`src/rtl/kcpsmx3_inc.sv`:
```
// Shared RojoBlaze definitions: I/O port geometry plus the interrupt controller's
// state encoding and register offsets.
package kcpsmx3_inc;

    localparam int PORT_WIDTH = 8;
    localparam int PORT_DEPTH = 8;

    // Source IDs are reported in a 3-bit field of the VEC register.
    localparam int IRQ_ID_W = 3;

    typedef enum logic [1:0] {
        IRQ_IDLE = 2'd0,
        IRQ_REQ  = 2'd1,
        IRQ_SVC  = 2'd2
    } irq_state_t;

    localparam logic [1:0] IRQ_OFS_MASK = 2'd0;
    localparam logic [1:0] IRQ_OFS_PEND = 2'd1;
    localparam logic [1:0] IRQ_OFS_VEC  = 2'd2;
    localparam logic [1:0] IRQ_OFS_CTRL = 2'd3;

endpackage

```
`src/rtl/rojo_rr_arbiter.sv`:
```
// Combinational round-robin picker: first set request at or above ptr, wrapping
// at N-1.
module rojo_rr_arbiter
    import kcpsmx3_inc::*;
#(
    parameter int N = 8
) (
    input  logic [N-1:0]        req,
    input  logic [IRQ_ID_W-1:0] ptr,
    output logic [IRQ_ID_W-1:0] gnt_id,
    output logic                gnt_valid
);

    // Scan from the farthest offset down so the closest hit to ptr wins.
    always_comb begin
        gnt_id    = '0;
        gnt_valid = 1'b0;
        for (int i = N - 1; i >= 0; i--) begin
            if (req[(int'(ptr) + i) % N]) begin
                gnt_id    = IRQ_ID_W'((int'(ptr) + i) % N);
                gnt_valid = 1'b1;
            end
        end
    end

endmodule

```
`src/rtl/rojo_irq_ctrl.sv`:
```
// Interrupt controller multiplexing NUM_SRC edge-triggered sources onto the
// RojoBlaze interrupt line, with round-robin arbitration and EOI handshake.
module rojo_irq_ctrl
    import kcpsmx3_inc::*;
#(
    parameter int                    NUM_SRC   = 8,
    parameter logic [PORT_DEPTH-1:0] BASE_PORT = 8'hF0
) (
    input  logic                  clk,
    input  logic                  reset,
    input  logic [NUM_SRC-1:0]    irq_src,
    input  logic [PORT_DEPTH-1:0] port_id,
    input  logic                  write_strobe,
    input  logic                  read_strobe,
    input  logic [PORT_WIDTH-1:0] out_port,
    input  logic                  interrupt_ack,
    output logic                  interrupt,
    output logic [PORT_WIDTH-1:0] rd_data,
    output logic                  rd_hit
);

    irq_state_t            state_q, state_d;
    logic [NUM_SRC-1:0]    irq_src_q, irq_src_d;
    logic [NUM_SRC-1:0]    mask_q, mask_d;
    logic [NUM_SRC-1:0]    pend_q, pend_d;
    logic                  ctrl_q, ctrl_d;
    logic                  in_service_q, in_service_d;
    logic [IRQ_ID_W-1:0]   id_q, id_d;
    logic [IRQ_ID_W-1:0]   rr_ptr_q, rr_ptr_d;
    logic [IRQ_ID_W-1:0]   win_q, win_d;

    logic [NUM_SRC-1:0]    pend_set, pend_clr, elig;
    logic [1:0]            ofs;
    logic                  wr_en, eoi;
    logic [IRQ_ID_W-1:0]   gnt_id;
    logic                  gnt_valid;

    // Reads are side-effect free, so the core's read strobe carries no information here.
    logic                  unused_read_strobe;
    assign unused_read_strobe = read_strobe;

    assign rd_hit    = (port_id[PORT_DEPTH-1:2] == BASE_PORT[PORT_DEPTH-1:2]);
    assign ofs       = port_id[1:0];
    assign wr_en     = write_strobe & rd_hit;
    assign eoi       = wr_en && (ofs == IRQ_OFS_VEC);
    assign pend_set  = irq_src & ~irq_src_q;
    assign elig      = pend_q & mask_q & {NUM_SRC{ctrl_q}};
    assign interrupt = (state_q == IRQ_REQ);

    rojo_rr_arbiter #(.N(NUM_SRC)) u_arb (
        .req       (elig),
        .ptr       (rr_ptr_q),
        .gnt_id    (gnt_id),
        .gnt_valid (gnt_valid)
    );

    always_comb begin
        state_d      = state_q;
        irq_src_d    = irq_src;
        mask_d       = mask_q;
        ctrl_d       = ctrl_q;
        in_service_d = in_service_q;
        id_d         = id_q;
        rr_ptr_d     = rr_ptr_q;
        win_d        = win_q;
        pend_clr     = '0;

        if (wr_en) begin
            case (ofs)
                IRQ_OFS_MASK: mask_d   = out_port[NUM_SRC-1:0];
                IRQ_OFS_PEND: pend_clr = out_port[NUM_SRC-1:0];
                IRQ_OFS_CTRL: ctrl_d   = out_port[0];
                default: ;
            endcase
        end

        // win is frozen once REQ is entered; later MASK/PEND edits cannot retract it.
        case (state_q)
            IRQ_IDLE: begin
                if (gnt_valid) begin
                    win_d   = gnt_id;
                    state_d = IRQ_REQ;
                end
            end
            IRQ_REQ: begin
                if (interrupt_ack) begin
                    pend_clr[win_q] = 1'b1;
                    id_d            = win_q;
                    in_service_d    = 1'b1;
                    rr_ptr_d        = (win_q == IRQ_ID_W'(NUM_SRC - 1)) ? '0 : win_q + 1'b1;
                    state_d         = IRQ_SVC;
                end
            end
            IRQ_SVC: begin
                if (eoi) begin
                    in_service_d = 1'b0;
                    state_d      = IRQ_IDLE;
                end
            end
            default: state_d = IRQ_IDLE;
        endcase

        // A fresh edge outranks any clear landing in the same cycle.
        pend_d = (pend_q & ~pend_clr) | pend_set;
    end

    always_ff @(posedge clk or negedge reset) begin
        if (!reset) begin
            state_q      <= IRQ_IDLE;
            irq_src_q    <= '0;
            mask_q       <= '0;
            pend_q       <= '0;
            ctrl_q       <= 1'b0;
            in_service_q <= 1'b0;
            id_q         <= '0;
            rr_ptr_q     <= '0;
            win_q        <= '0;
        end else begin
            state_q      <= state_d;
            irq_src_q    <= irq_src_d;
            mask_q       <= mask_d;
            pend_q       <= pend_d;
            ctrl_q       <= ctrl_d;
            in_service_q <= in_service_d;
            id_q         <= id_d;
            rr_ptr_q     <= rr_ptr_d;
            win_q        <= win_d;
        end
    end

    always_comb begin
        rd_data = '0;
        if (rd_hit) begin
            case (ofs)
                IRQ_OFS_MASK: rd_data[NUM_SRC-1:0] = mask_q;
                IRQ_OFS_PEND: rd_data[NUM_SRC-1:0] = pend_q;
                IRQ_OFS_VEC:  rd_data = {in_service_q, 4'b0000, id_q};
                IRQ_OFS_CTRL: rd_data[0] = ctrl_q;
                default:      rd_data = '0;
            endcase
        end
    end

endmodule
```
`config.mk`:
```
export PLATFORM = sky130hd
export DESIGN_NAME = rojo_irq_ctrl
export DESIGN_NICKNAME = d
export VERILOG_FILES = /design/src/rtl/kcpsmx3_inc.sv /design/src/rtl/rojo_rr_arbiter.sv /design/src/rtl/rojo_irq_ctrl.sv
export SDC_FILE = /design/constraint.sdc
export NUM_CORES = 1
export LEC_CHECK = 0
export BUFFER_PORTS_ARGS = -buffer_cell sky130_fd_sc_hd__buf_2
export CORE_ASPECT_RATIO = 0.8
export CORE_MARGIN = 5
export CORE_UTILIZATION = 57
export CTS_CLUSTER_SIZE = 10
export DETAILED_ROUTE_END_ITERATION = 16
export GPL_TIMING_DRIVEN = 0
export PLACE_DENSITY = 0.88
export SYNTH_ARGS = -nofsm -noshare
export SYNTH_HDL_FRONTEND = slang
export SYNTH_HIERARCHICAL = 1
export SYNTH_SLANG_ARGS = --single-unit
```
`constraint.sdc`:
```
create_clock -name clk -period 3.7 [get_ports clk]
set_clock_uncertainty 0.1 [all_clocks]
set_input_delay 0.74 -clock clk [delete_from_list [all_inputs] [get_ports clk]]
set_output_delay 0.74 -clock clk [all_outputs]
set_load 0.02 [all_outputs]
```
==> results by group <==
Clocking
  – Root Driver: clkbuf_8
  – CTS max path bufs: 2
  – CTS tree: done
  – Worst skew pair latency: 0.29 ns
  – Clock-pin slew on the worst setup and hold paths: 0.07 ns
  – Post-CTS Hold Buffers: 0
  – CTS sink cnt: 37
  – H-Tree Depth: 2
  – CTS buffer count: 5
  – Setup bufs post-CTS: 0
  – Post-CTS Resized: 0

Detailed routing
  – Final Routed Wirelength: 6470 um
  – Via count of the routed design: 2,267
  – Drt pass-1 iters: 4
  – Antenna Nets Post-Route: 0
  – DRT iter0 DRCs: 102
  – Routed wire per std cell: 18.1 um
  – # DRC: 0
  – DR vias/cell: 6.33

Critical path
  – FF-to-FF path depth: 11
  – CP delay by family, top: multiplexers
  – Crit-path max FO: 10
  – Crit path required time: 3.78 ns
  – Crit path buf inv count: 3
  – Crit. End Element: flop
  – RR Startpoint: rr_ptr_q[1]
  – Critical Path Max Stage Delay: 0.50 ns
  – CP Launch Point: rr_ptr_q[1]
  – CP Launch Type: flop
  – Arr. time, crit path: 3.47 ns
  – Slowest CP cell: ha_1
  – CP dominant cell by count: buf_4
  – Worst setup path endpoint: win_q[0]
  – Reg2reg setup slack: 0.31 ns
  – Crit path cell chain: buf_4 -> buf_4 -> inv_1 -> ha_1 -> mux4_1 -> mux2_4 -> o21ai_2 -> a31oi_1 -> o21bai_1 -> mux2_1 -> mux2_2
  – Crit path kind: reg -> reg
  – FF-to-FF End: win_q[0]
  – Cell depth of the worst setup path: 11

Power
  – Combinational fraction of design power: 8.6%
  – Cell leakage power: 1.37 nW
  – PwrDens: 293 nW/um^2
  – Sw power: 0.199 mW
  – Sequential share of power: 49.0%
  – VDD IR max: 0.333 mV
  – Int Power: 0.668 mW
  – Clk network pwr share: 42.4%
  – Sw Ratio: 23.0%
  – Design Power: 0.868 mW

Cells and area
  – Nets: 330
  – Post-layout instance area: 2960 um^2
  – Final core utilization: 66.1%
  – Fillers: 360
  – Most frequent cells in the layout: buf_2, dfrtp_1, mux2_2
  – Antenna fix cells: 0
  – Area occupied by multi-input gates: 1540 um^2
  – Reg area: 926 um^2
  – Layout cell share with drive strength beyond 1: 28.5%
  – Commonest non-fill, non-tap cell in the layout: buf_2
  – Area Overhead vs Synth: 14.4%

Synth
  – Count of flip-flops with a built-in enable after synthesis: 0
  – Synthesized flop and latch total: 37
  – Post-Synthesis Cells: 254
  – Synth top area cells: dfrtp_1, mux2_2, mux4_2
  – Syn nets: 287
  – Top FF cell, synth: dfrtp_1
  – Post-Syn Area: 2590 um^2
  – Synth cell types: 52
  – Synth warn: 6
  – Yosys top cell area share: 35.7%
  – Sequential area share after synthesis: 35.7%
  – Avg Synthesized Cell Area: 10.2 um^2
  – FFs w/ async S/R, synth: 100%
  – Largest area contributor in the netlist: dfrtp_1

GRT
  – Largest net degree at the start of global routing: 38
  – First-pass GRT wire length: 11,000 um
  – Total Routing Usage GR: 23.4%
  – GRT overflow: 0
  – Initial antenna violation count: 0
  – Vias in the first global route: 2,327

STA
  – RSZ-0062 raised after global routing: false
  – Setup_tns: 0 ns
  – Endpoints failing setup: 0
  – Tightest Pin Transition: 0.824 ns
  – Relative slew slack: 45.0%
  – Fmax: 0.295 GHz
  – Final Hold Viols: 0
  – Slew Limit Fails: 0
  – Fin crit period: 3.39 ns
  – Period Utilization, post-route: 91.6%

Min path
  – Hold Path Class: reg -> reg

Place
  – IO buf count: 37
  – Routability cong.: 0.931
  – Placement Cell Area: 2850 um^2
  – Hpwl dp: 4830 um

Floorplanning
  – Ports: 39
  – Die Wd: 85.4 um
  – Core Area: 4490 um^2
  – Die ar.: 6000 um^2
  – Die height: 70.3 um
  – FP Rows: 22
  – Starting Density: 57.8%

Run status
  – Status: finished clean

Flow run
  – Max Cap Viol: 0
## power by group through the flow
stage / Clock, mW / Sequential (mW) / Combinational (mW)
finish: 0.368 / 0.425 / 0.0747
global route: 0.393 / 0.427 / 0.0833
CTS: 0.373 / 0.425 / 0.0746
detailed placement: 0 / 0.433 / 0.0743
global placement: 0 / 0.432 / 0.0718
floorplan: 0 / 0.430 / 0.0380
## flip-flops by register name, summed over array words and instances, names as in the netlist, 2 cells and up
| signal | flops |
|---|---|
| state_q | 2 |
| id_q | 3 |
| mask_q | 8 |
| win_q | 3 |
| rr_ptr_q | 3 |
| pend_q | 8 |
| irq_src_q | 8 |
## final cells by class
| class | instances | area share [%] |
|---|---|---|
| multi-input combinational | 189 | 51.9 |
| buffer | 10 | 1.98 |
| tap | 60 | 2.53 |
| timing repair buffer | 37 | 6.25 |
| inverter | 17 | 2.15 |
| clock inverter | 1 | 1.01 |
| sequential | 37 | 31.2 |
| clock buffer | 7 | 2.91 |
## metrics by stage
stage	setup slack, ns	std cells	hold WS [ns]
2_1_floorplan	0.612	254	0.310
3_3_place_gp	0.305	351	0.312
3_5_place_dp	0.231	351	0.322
4_1_cts	0.202	359	0.330
5_1_grt	0.154	358	0.348
6_report	0.312	358	0.332
## Yosys cell counts, drive strengths merged (3+ instances only)
cell type,instances
dfrtp,37
mux2,21
nand2,18
inv,17
mux2i,12
nor3,12
a21oi,11
mux4,11
nor2,11
o22ai,10
and3,9
nand3,9
o21ai,9
buf,6
o31ai,6
clkbuf,5
nand2b,5
or2,5
ha,4
nor2b,4
a31oi,3
and2,3
nand3b,3
nor4,3
## worst min-delay path by stage
stage,startpoint,to,cells after the start,slack (ns)
2_1_floorplan,irq_src_q[6],pend_q[6],1,0.31
3_3_place_gp,irq_src_q[0],pend_q[0],1,0.31
3_5_place_dp,irq_src_q[3],pend_q[3],1,0.32
4_1_cts,irq_src_q[3],pend_q[3],1,0.33
5_1_grt,irq_src_q[0],pend_q[0],1,0.35
6_report,irq_src_q[3],pend_q[3],1,0.33
## cells by family (layout without fill, tap and decap cells)
group           after synthesis  in the layout  share of synthesized area [%]
compound gates               51             51                           12.8
xor+xnor                      3              3                           1.01
flops                        37             37                           35.7
fa+ha+maj                     4              4                           1.93
mux                          44             44                           24.2
buf+inv                      28             72                           4.88
simple gates                 87             87                           19.5
## per-layer routing
layer | GRT usage, % | up-vias | part of all wire [%]
li1 | - | 1044 | -
met1 | 29.0 | 1130 | 41
met2 | 37.8 | 85 | 49
met3 | 7.90 | 8 | 8.1
met4 | 8.79 | 0 | 1.3
met5 | 0 | - | 0
Note: power is estimated with default switching activity, not from simulation.
